<file path="config.mk">
export PLATFORM = sky130hd
export DESIGN_NAME = mem_rr_arbiter
export DESIGN_NICKNAME = d
export VERILOG_FILES = /design/src/rtl/mem_arb_pkg.sv /design/src/rtl/id_fifo.sv /design/src/rtl/mem_rr_arbiter.sv
export SDC_FILE = /design/constraint.sdc
export NUM_CORES = 1
export LEC_CHECK = 0
export ABC_AREA = 1
export CORE_AREA = 2 2 362 364
export CTS_CLUSTER_SIZE = 10
export DETAILED_ROUTE_END_ITERATION = 10
export DIE_AREA = 0 0 364 366
export PLACE_DENSITY_LB_ADDON = 0.2
export SETUP_SLACK_MARGIN = 0.05
export SLEW_MARGIN = 20
export SYNTH_ARGS = -nofsm -noshare
export SYNTH_HDL_FRONTEND = slang
export SYNTH_SLANG_ARGS = --single-unit
</file>
<file path="constraint.sdc">
create_clock -name clk_i -period 4.8 [get_ports clk_i]
set_input_delay 1.44 -clock clk_i [delete_from_list [all_inputs] [get_ports clk_i]]
set_output_delay 1.44 -clock clk_i [all_outputs]
set_load 0.02 [all_outputs]
</file>
<file path="src/rtl/mem_arb_pkg.sv">
// Shared types for the two-port memory round-robin arbiter: request bundle,
// port identifier and arbiter FSM encoding.
package mem_arb_pkg;

  localparam int NUM_PORTS = 2;

  typedef logic port_id_t;

  typedef struct packed {
    logic         we;
    logic [31:0]  addr;
    logic [127:0] wdata;
    logic [15:0]  wstrb;
  } mem_req_t;

  typedef enum logic {
    IDLE = 1'b0,
    HOLD = 1'b1
  } arb_state_e;

endpackage

</file>
<file path="src/rtl/id_fifo.sv">
// Synchronous FIFO of issuing-port IDs, one entry per read accepted by memory
// and not yet returned. Reset is asynchronous, active-high.
module id_fifo
  import mem_arb_pkg::*;
#(
  parameter  int DEPTH = 4,
  localparam int AW    = $clog2(DEPTH)
) (
  input  logic     clk,
  input  logic     rst,
  input  logic     push,
  input  port_id_t push_id,
  input  logic     pop,
  output port_id_t head,
  output logic     full,
  output logic     empty,
  output logic [AW:0] count
);

  localparam logic [AW:0] FULL_CNT = DEPTH[AW:0];

  port_id_t      entries [DEPTH];
  logic [AW-1:0] wr_ptr;
  logic [AW-1:0] rd_ptr;
  logic          do_push;
  logic          do_pop;

  assign full    = (count == FULL_CNT);
  assign empty   = (count == '0);
  assign do_pop  = pop & ~empty;
  assign do_push = push & (~full | do_pop);
  assign head    = entries[rd_ptr];

  // NOTE: storage carries no reset; an entry is only read after it was written, and the pointers/count alone define validity.
  always_ff @(posedge clk) begin
    if (do_push) entries[wr_ptr] <= push_id;
  end

  // NOTE: sequential state uses non-blocking assignments so every register samples pre-edge values.
  always_ff @(posedge clk or posedge rst) begin
    if (rst) begin
      wr_ptr <= '0;
      rd_ptr <= '0;
      count  <= '0;
    end else begin
      if (do_push) wr_ptr <= wr_ptr + 1'b1;
      if (do_pop)  rd_ptr <= rd_ptr + 1'b1;
      case ({do_push, do_pop})
        2'b10:   count <= count + 1'b1;
        2'b01:   count <= count - 1'b1;
        default: count <= count;
      endcase
    end
  end

endmodule

</file>
<file path="src/rtl/mem_rr_arbiter.sv">
// Round-robin arbiter sharing one 128-bit memory request channel between the
// fetch (0) and data (1) ports, routing in-order read returns back to the issuer.
module mem_rr_arbiter
  import mem_arb_pkg::*;
#(
  parameter int OUTST_DEPTH = 4
) (
  input  logic                 clk_i,
  input  logic                 rst_i,
  input  logic [1:0]           port_req_i,
  input  logic [1:0]           port_we_i,
  input  logic [1:0][31:0]     port_addr_i,
  input  logic [1:0][127:0]    port_wdata_i,
  input  logic [1:0][15:0]     port_wstrb_i,
  output logic [1:0]           port_gnt_o,
  output logic [1:0][127:0]    port_rdata_o,
  output logic [1:0]           port_rvalid_o,
  output logic                 mem_req_o,
  output logic                 mem_we_o,
  output logic [31:0]          mem_addr_o,
  output logic [127:0]         mem_wdata_o,
  output logic [15:0]          mem_wstrb_o,
  input  logic                 mem_gnt_i,
  input  logic [127:0]         mem_rdata_i,
  input  logic                 mem_rvalid_i,
  output logic                 err_o
);

  localparam int CW = $clog2(OUTST_DEPTH);

  arb_state_e state;
  port_id_t   owner;
  port_id_t   rr_ptr;
  port_id_t   sel;
  logic       sel_valid;
  logic [1:0] cand;
  mem_req_t   port_bundle [NUM_PORTS];
  mem_req_t   out_req;

  logic       fifo_push;
  logic       fifo_pop;
  port_id_t   fifo_head;
  logic       fifo_full;
  logic       fifo_empty;
  logic [CW:0] fifo_count;

  always_comb begin
    for (int p = 0; p < NUM_PORTS; p++) begin
      port_bundle[p] = '{we:    port_we_i[p],
                         addr:  port_addr_i[p],
                         wdata: port_wdata_i[p],
                         wstrb: port_wstrb_i[p]};
    end
  end

  // Reads are held back while every outstanding slot is in use; writes always compete.
  assign cand = port_req_i & (port_we_i | {2{~fifo_full}});

  // NOTE: every always_comb output gets a default first so no path infers a latch.
  always_comb begin
    sel       = owner;
    sel_valid = 1'b0;
    case (state)
      IDLE: begin
        sel_valid = |cand;
        sel       = (&cand) ? rr_ptr : port_id_t'(cand[1]);
      end
      HOLD: begin
        sel_valid = 1'b1;
        sel       = owner;
      end
      default: begin
        sel_valid = 1'b0;
        sel       = owner;
      end
    endcase
    // Outputs read as idle while reset is held, including mid-transaction.
    if (rst_i) sel_valid = 1'b0;
  end

  assign out_req     = sel_valid ? port_bundle[sel] : '0;
  assign mem_req_o   = sel_valid;
  assign mem_we_o    = out_req.we;
  assign mem_addr_o  = out_req.addr;
  assign mem_wdata_o = out_req.wdata;
  assign mem_wstrb_o = out_req.wstrb;

  assign fifo_push = sel_valid & mem_gnt_i & ~out_req.we;
  assign fifo_pop  = mem_rvalid_i & ~fifo_empty & ~rst_i;

  always_comb begin
    port_gnt_o    = '0;
    port_rvalid_o = '0;
    port_rdata_o  = '0;
    if (sel_valid && mem_gnt_i) port_gnt_o[sel] = 1'b1;
    if (fifo_pop) begin
      port_rvalid_o[fifo_head] = 1'b1;
      port_rdata_o[fifo_head]  = mem_rdata_i;
    end
  end

  always_ff @(posedge clk_i or posedge rst_i) begin
    if (rst_i) begin
      state  <= IDLE;
      owner  <= 1'b0;
      rr_ptr <= 1'b0;
      err_o  <= 1'b0;
    end else begin
      if (mem_rvalid_i && fifo_empty) err_o <= 1'b1;
      if (sel_valid && mem_gnt_i) begin
        rr_ptr <= ~sel;
        state  <= IDLE;
      end else if (sel_valid && state == IDLE) begin
        owner <= sel;
        state <= HOLD;
      end
    end
  end

  id_fifo #(
    .DEPTH (OUTST_DEPTH)
  ) u_fifo (
    .clk     (clk_i),
    .rst     (rst_i),
    .push    (fifo_push),
    .push_id (sel),
    .pop     (fifo_pop),
    .head    (fifo_head),
    .full    (fifo_full),
    .empty   (fifo_empty),
    .count   (fifo_count)
  );

endmodule

</file>
* Word-level counts from Yosys, hierarchy flattened *
Memories as Yosys holds them, arrays and structs flattened.
Cells that the tools add are included.

word-level totals
  RAM bits = 4
  memories = 1
  logic and storage cells = 71
  bits of input ports = 488
  output and inout bits = 439
  register bits after elaboration = 11

operators by class
  reduce and logical (&&, ||, !) cells = 11
  $add $sub $neg = 4
  mux-type cells = 22
  equality and inequality tests = 3
  bitwise gates (word level) = 18
  order comparisons = 5

memory list
  memory          depth  bits a word  rd ports  clocked after memory_dff  wr ports  RTL line       source
  u_fifo.entries  4      1            1         0                         1         id_fifo.sv:22  port_id_t entries [DEPTH];

operator list
  operator               number
  $mux W177              4
  $and A256 B256 Y256    1
  $mux W256              1
  $demux W128 S1         1
  $mux W128              1
  $mux W1                8
  $not A1 Y1             7
  $and A1 B1 Y1          6
  $pmux W3 S2            1
  $logic_and A1 B1 Y1    5
  $add A2 B1 Y2 const B  2
  $lt A1 B2 Y1 const B   2
  $mux W2                2
  $pmux W1 S2            2
  $reduce_and A2 Y1      2
  $reduce_bool A2 Y1     2
  $add A3 B1 Y3 const B  1
  $eq A3 B3 Y1 const B   1
  $logic_not A3 Y1       1
  $sub A3 B1 Y3 const B  1
  $and A2 B2 Y2          1
  $demux W1 S1           2
  $eq A2 B1 Y1 const B   1
  $eq A2 B2 Y1 const B   1
  6 further kinds        7

* Logic depth before layout (Yosys ltp) *
  depth in word-level cells = 17
  gate-level depth with buffers = 15
  gate-level depth less buffers = 15

* By module *
A second synthesis with hierarchy kept.

second synthesis, totals
  cells, all modules = 1119
  area, all modules = 4984.8 sq um

modules (own cells, without submodules)
  module          sequential area each (sq um)  times used  cells each  area each (sq um)
  mem_rr_arbiter  100.1                         1           1044        4352.9
  id_fifo         295.3                         1           75          631.9

* Worst setup path before layout *
Ideal clock, no wire load.

  path type = input-to-output
  start point = input mem_rvalid_i
  end point = output port_rdata_o[214] in the netlist's numbering
  cell stages on the path = 8
  required time = 3360 ps
  slack = 714 ps
  arrival time = 2646 ps
  buffers on the path = 2
  path through = inv_1 > nor3_4 > inv_2 > nor2_4 > inv_2 > buf_2 > buf_2 > nor2_1

RTL lines
  item                RTL line              source
  start: declaration  mem_rr_arbiter.sv:25  input logic mem_rvalid_i,
  end: declaration    mem_rr_arbiter.sv:16  output logic [1:0][127:0] port_rdata_o,

* Final worst setup path *
  start point = input port_we_i[1]
  end point = output mem_wdata_o[95]

between the ends
  longest elaborated chain between the ends = 10
  elaborated cells between the ends (all ways) = 13
  those cells by class = mux: 8; bitwise: 3; reduce/logical: 2

RTL lines
  item                                          RTL line              source
  start: declaration                            mem_rr_arbiter.sv:11  input logic [1:0] port_we_i,
  $or A2 B2 Y2 *                                mem_rr_arbiter.sv:57  assign cand = port_req_i & (port_we_i | {2{~fifo_full}});
  $and A2 B2 Y2 *                               mem_rr_arbiter.sv:57
  $reduce_and A2 Y1                             mem_rr_arbiter.sv:66  sel = (&cand) ? rr_ptr : port_id_t'(cand[1]);
  $mux W1                                       mem_rr_arbiter.sv:66
  $pmux W1 S2                                   mem_rr_arbiter.sv:63  case (state)
  $not A1 Y2 (not written as such)              mem_rr_arbiter.sv:81  assign out_req = sel_valid ? port_bundle[sel] : '0;
  $mux W177 (not written as such) (3 in a row)  mem_rr_arbiter.sv:81
  $mux W177 *                                   mem_rr_arbiter.sv:81
  end: declaration                              mem_rr_arbiter.sv:21  output logic [127:0] mem_wdata_o,

Every way passes the cells marked *; elsewhere a longest branch is shown, timed or not. The select of a mux whose other input is x is not followed.

==> flow_metrics.tcl <==
set metrics [dict create \
    worst_pin_slew_ns 0.437 \
    syn_inst 1097 \
    crit_path_max_incr_delay_ns 0.16 \
    synth_fp_nets 1591 \
    drive_gt1_frac 0.214 \
    synthDistinctLibCells 30 \
    cp.arrival_ns 3.25 \
    antenna_found_initial 31 \
    vias_per_cell 2.83 \
    synth-seq-cells 15 \
    ir_worst_vdd_v 0.000135 \
    power.total_w 0.00551 \
    post-route-drc-count 0 \
    critPathRequiredTime_ns 3.36 \
    cts_inserted_buffers 3 \
    status "finished clean" \
    drt-total-wl_mm 84.9 \
    grt_pass1_wl_mm 108 \
    p_int_w 0.00270 \
    core_region_area_sq_um 129000 \
    rsz0062_at_grt "true" \
    wl_per_cell_microns 21.8 \
    clkPwrFrac 0.029 \
    clkLatencyLatePin_ns 0.25 \
    sequentialPowerShare 0.041 \
    synth.avg_cell_area_sq_um 4.59 \
    fmax_mhz 213 \
    dp.cells 3841 \
    hp-class "reg2reg" \
    pwr_density_cell_nw_per_um2 284 \
    final_core_utilization 0.151 \
    cts_tree "done" \
    crit_chain "buf_6 -> inv_4 -> nand3_2 -> nand2_2 -> buf_6 -> nor2_4 -> nand2_4 -> nand2_8 -> buf_12 -> inv_16 -> buf_12 -> buf_6 -> buf_12 -> buf_6 -> buf_12 -> nor2_2 -> nor2_2 -> buf_12" \
    yosysWarnings 0 \
    syn_area_sq_um 5030 \
    dp_hpwl_mm 72.5 \
    critPathSlowestCell "nor2_2" \
    hold_violations 0 \
    vias 11100 \
    die_y_microns 366 \
    place_congestion 0.844 \
    pwr-share-comb 0.930 \
    fin_skew_ns 0.00421 \
    finalSetupViolCount 0 \
    cp_top_family "buffers and inverters" \
    cts_max_path_buffers 2 \
    num_rows 132 \
    io_pins 927 \
    port_buffers 926 \
    clkSlewWorstSetupHoldPaths_ns 0.05 \
    gr-total-overflow 0 \
    clkSinkCount 15 \
    die_area_sq_um 133000 \
    finalNetCount 2651 \
    start_util 0.0390 \
    first_pass_iters 4 \
    p_sw_frac 0.511 \
    max_cap_viol_count 0 \
    die_w_microns 364 \
    grt_start_max_net_pins 30 \
    htreeDepth 1 \
    p_leak_nw 9.63 \
    min_period_ns 4.69 \
    ant_nets 0 \
    root_buffer "clkbuf_16" \
    drt_iter0_markers 479 \
    relSlewSlack 0.708 \
    critPathKind "in2out" \
    areaGrowthSynthToFinish_pct 286 \
    power.switching_w 0.00281 \
    cp_max_fo 8 \
    critPathLaunchType "primary input" \
    grt_use_total 0.120 \
    fin_setup_tns_ns 0 \
    n_fill_cell 14900 \
    final_max_slew_viol_count 0 \
    cp_num_buf_inv 11 \
    grt_pass1_vias 11200 \
    post-route-period-util 0.977 \
    hold_buffers 0 \
    end_kind "output pin" \
    final_cells 3904 \
    yosysSeqAreaShare 0.0786 \
    cpMostUsedCell "buf_12" \
]
cells in the mapped netlist:
cell / number / area [sq um]
dfrtp_1: 11 / 275
buf_6: 13 / 146
inv_2: 3 / 11.3
nand2_2: 3 / 18.8
clkbuf_1: 13 / 48.8
xor2_1: 1 / 8.76
xnor2_1: 2 / 17.5
buf_2: 48 / 240
o21a_1: 1 / 7.51
a21oi_1: 2 / 10.0
buf_4: 8 / 60.1
edfxtp_1: 4 / 120
nor3_4: 1 / 16.3
nor2_4: 1 / 11.3
a21o_1: 1 / 7.51
nand3b_1: 1 / 7.51
nand2_4: 1 / 11.3
nor3_2: 1 / 10.0
nor2_1: 618 / 2320
inv_1: 145 / 544
o21ai_1: 1 / 5.00
a32o_1: 1 / 10.0
fa_1: 1 / 20.0
o21ai_0: 179 / 896
nand2_1: 17 / 63.8
clkbuf_2: 3 / 15.0
inv_4: 1 / 6.26
ha_1: 5 / 62.6
nor2_2: 3 / 18.8
nand3_1: 8 / 40.0
cell families (layout without fill, tap and decap cells):
| family | after synthesis | count (layout) | share of synthesized area |
|---|---|---|---|
| simple gates | 654 | 654 | 0.500 |
| buf+inv | 234 | 1293 | 0.213 |
| compound gates | 185 | 185 | 0.186 |
| flops | 15 | 15 | 0.0786 |
| fa+ha+maj | 6 | 6 | 0.0164 |
| xor+xnor | 3 | 3 | 0.00522 |
| other cells | 0 | 6 | 0 |
cells in the final DEF, fill, tap and decap left out, types with 5 or more instances in the layout:
cell type	instances
dfrtp_1	11
clkdlybuf4s50_1	562
nand2_1	15
o21ai_1	29
o21ai_0	149
dlymetal6s2s_1	60
nor2_4	21
clkdlybuf4s15_2	6
nand3_1	6
dlygate4sd2_1	109
buf_12	120
clkbuf_2	15
buf_4	203
nor2_2	25
diode_2	6
buf_2	15
buf_16	12
buf_6	15
ha_1	5
nor2_1	576
inv_1	143
clkbuf_16	5
clkdlybuf4s15_1	14
state kept, by name, summed over array words and instances (netlist names):
name and count:
u_fifo.rd_ptr 2, owner 1, u_fifo.entries 4, err_o 1, u_fifo.count 3, state 1, u_fifo.wr_ptr 2, rr_ptr 1
per-stage QoR:
stage | instance area (sq um) | setup slack [ns] | hold slack, ns
floorplan | 5030 | 0.714 | 0.444
global placement | 18200 | -0.607 | 0.459
detailed placement | 18200 | -0.573 | 0.472
CTS | 19200 | 0.0260 | 0.483
global route | 19400 | 0.0254 | 0.515
finish | 19400 | 0.110 | 0.467
power by group through the flow:
stage / clock network [W] / registers, W / logic [W]
global route: 0.000178 / 0.000230 / 0.00549
global placement: 0 / 0.000224 / 0.00472
finish: 0.000163 / 0.000223 / 0.00513
CTS: 0.000171 / 0.000224 / 0.00522
floorplan: 0 / 0.000212 / 0.00184
detailed placement: 0 / 0.000222 / 0.00467
worst paths after layout:
kind | start | end | slack [ns] | cells after the start
setup / recovery | port_we_i[1] | mem_wdata_o[95] | 0.11 | 18
hold / removal | err_o | err_o | 0.47 | 1
setup reg to reg | u_fifo.count[1] | u_fifo.count[2] | 1.61 | 19
hold reg to reg | err_o | err_o | 0.47 | 1
max in group asynchronous | rst_i | u_fifo.rd_ptr[0] | 3.18 | 3
min in group asynchronous | rst_i | state | 1.46 | 3
layout make-up:
type,instances,area [sq um],area share
repair buffers,1140,12300,0.635
multi-input cells,848,3820,0.197
well taps,1742,2180,0.112
inverters,149,609,0.0314
flip-flops and latches,15,395,0.0204
clock buffers,4,78.8,0.00406
diodes,6,15.0,0.000773
per-layer routing:
metal | up-vias | GRT usage | wire [microns]
met5 | - | 0 | 122
met3 | 80 | 0.0378 | 6480
met2 | 524 | 0.223 | 43900
met4 | 20 | 0.0245 | 1720
met1 | 5022 | 0.133 | 32800
li1 | 5410 | - | -
repair_timing:
| item | 4_1_cts | 5_1_grt |
|---|---|---|
| gates resized for setup | 357 | 132 |
| cloned | 11 | 2 |
| hold endpoints to repair | 0 | 0 |
| setup buffers | 38 | 6 |
| pin swaps | 21 | 12 |
| endpoints found under the setup margin | 405 | 147 |
No activity file was read; power rests on OpenSTA's default activity.
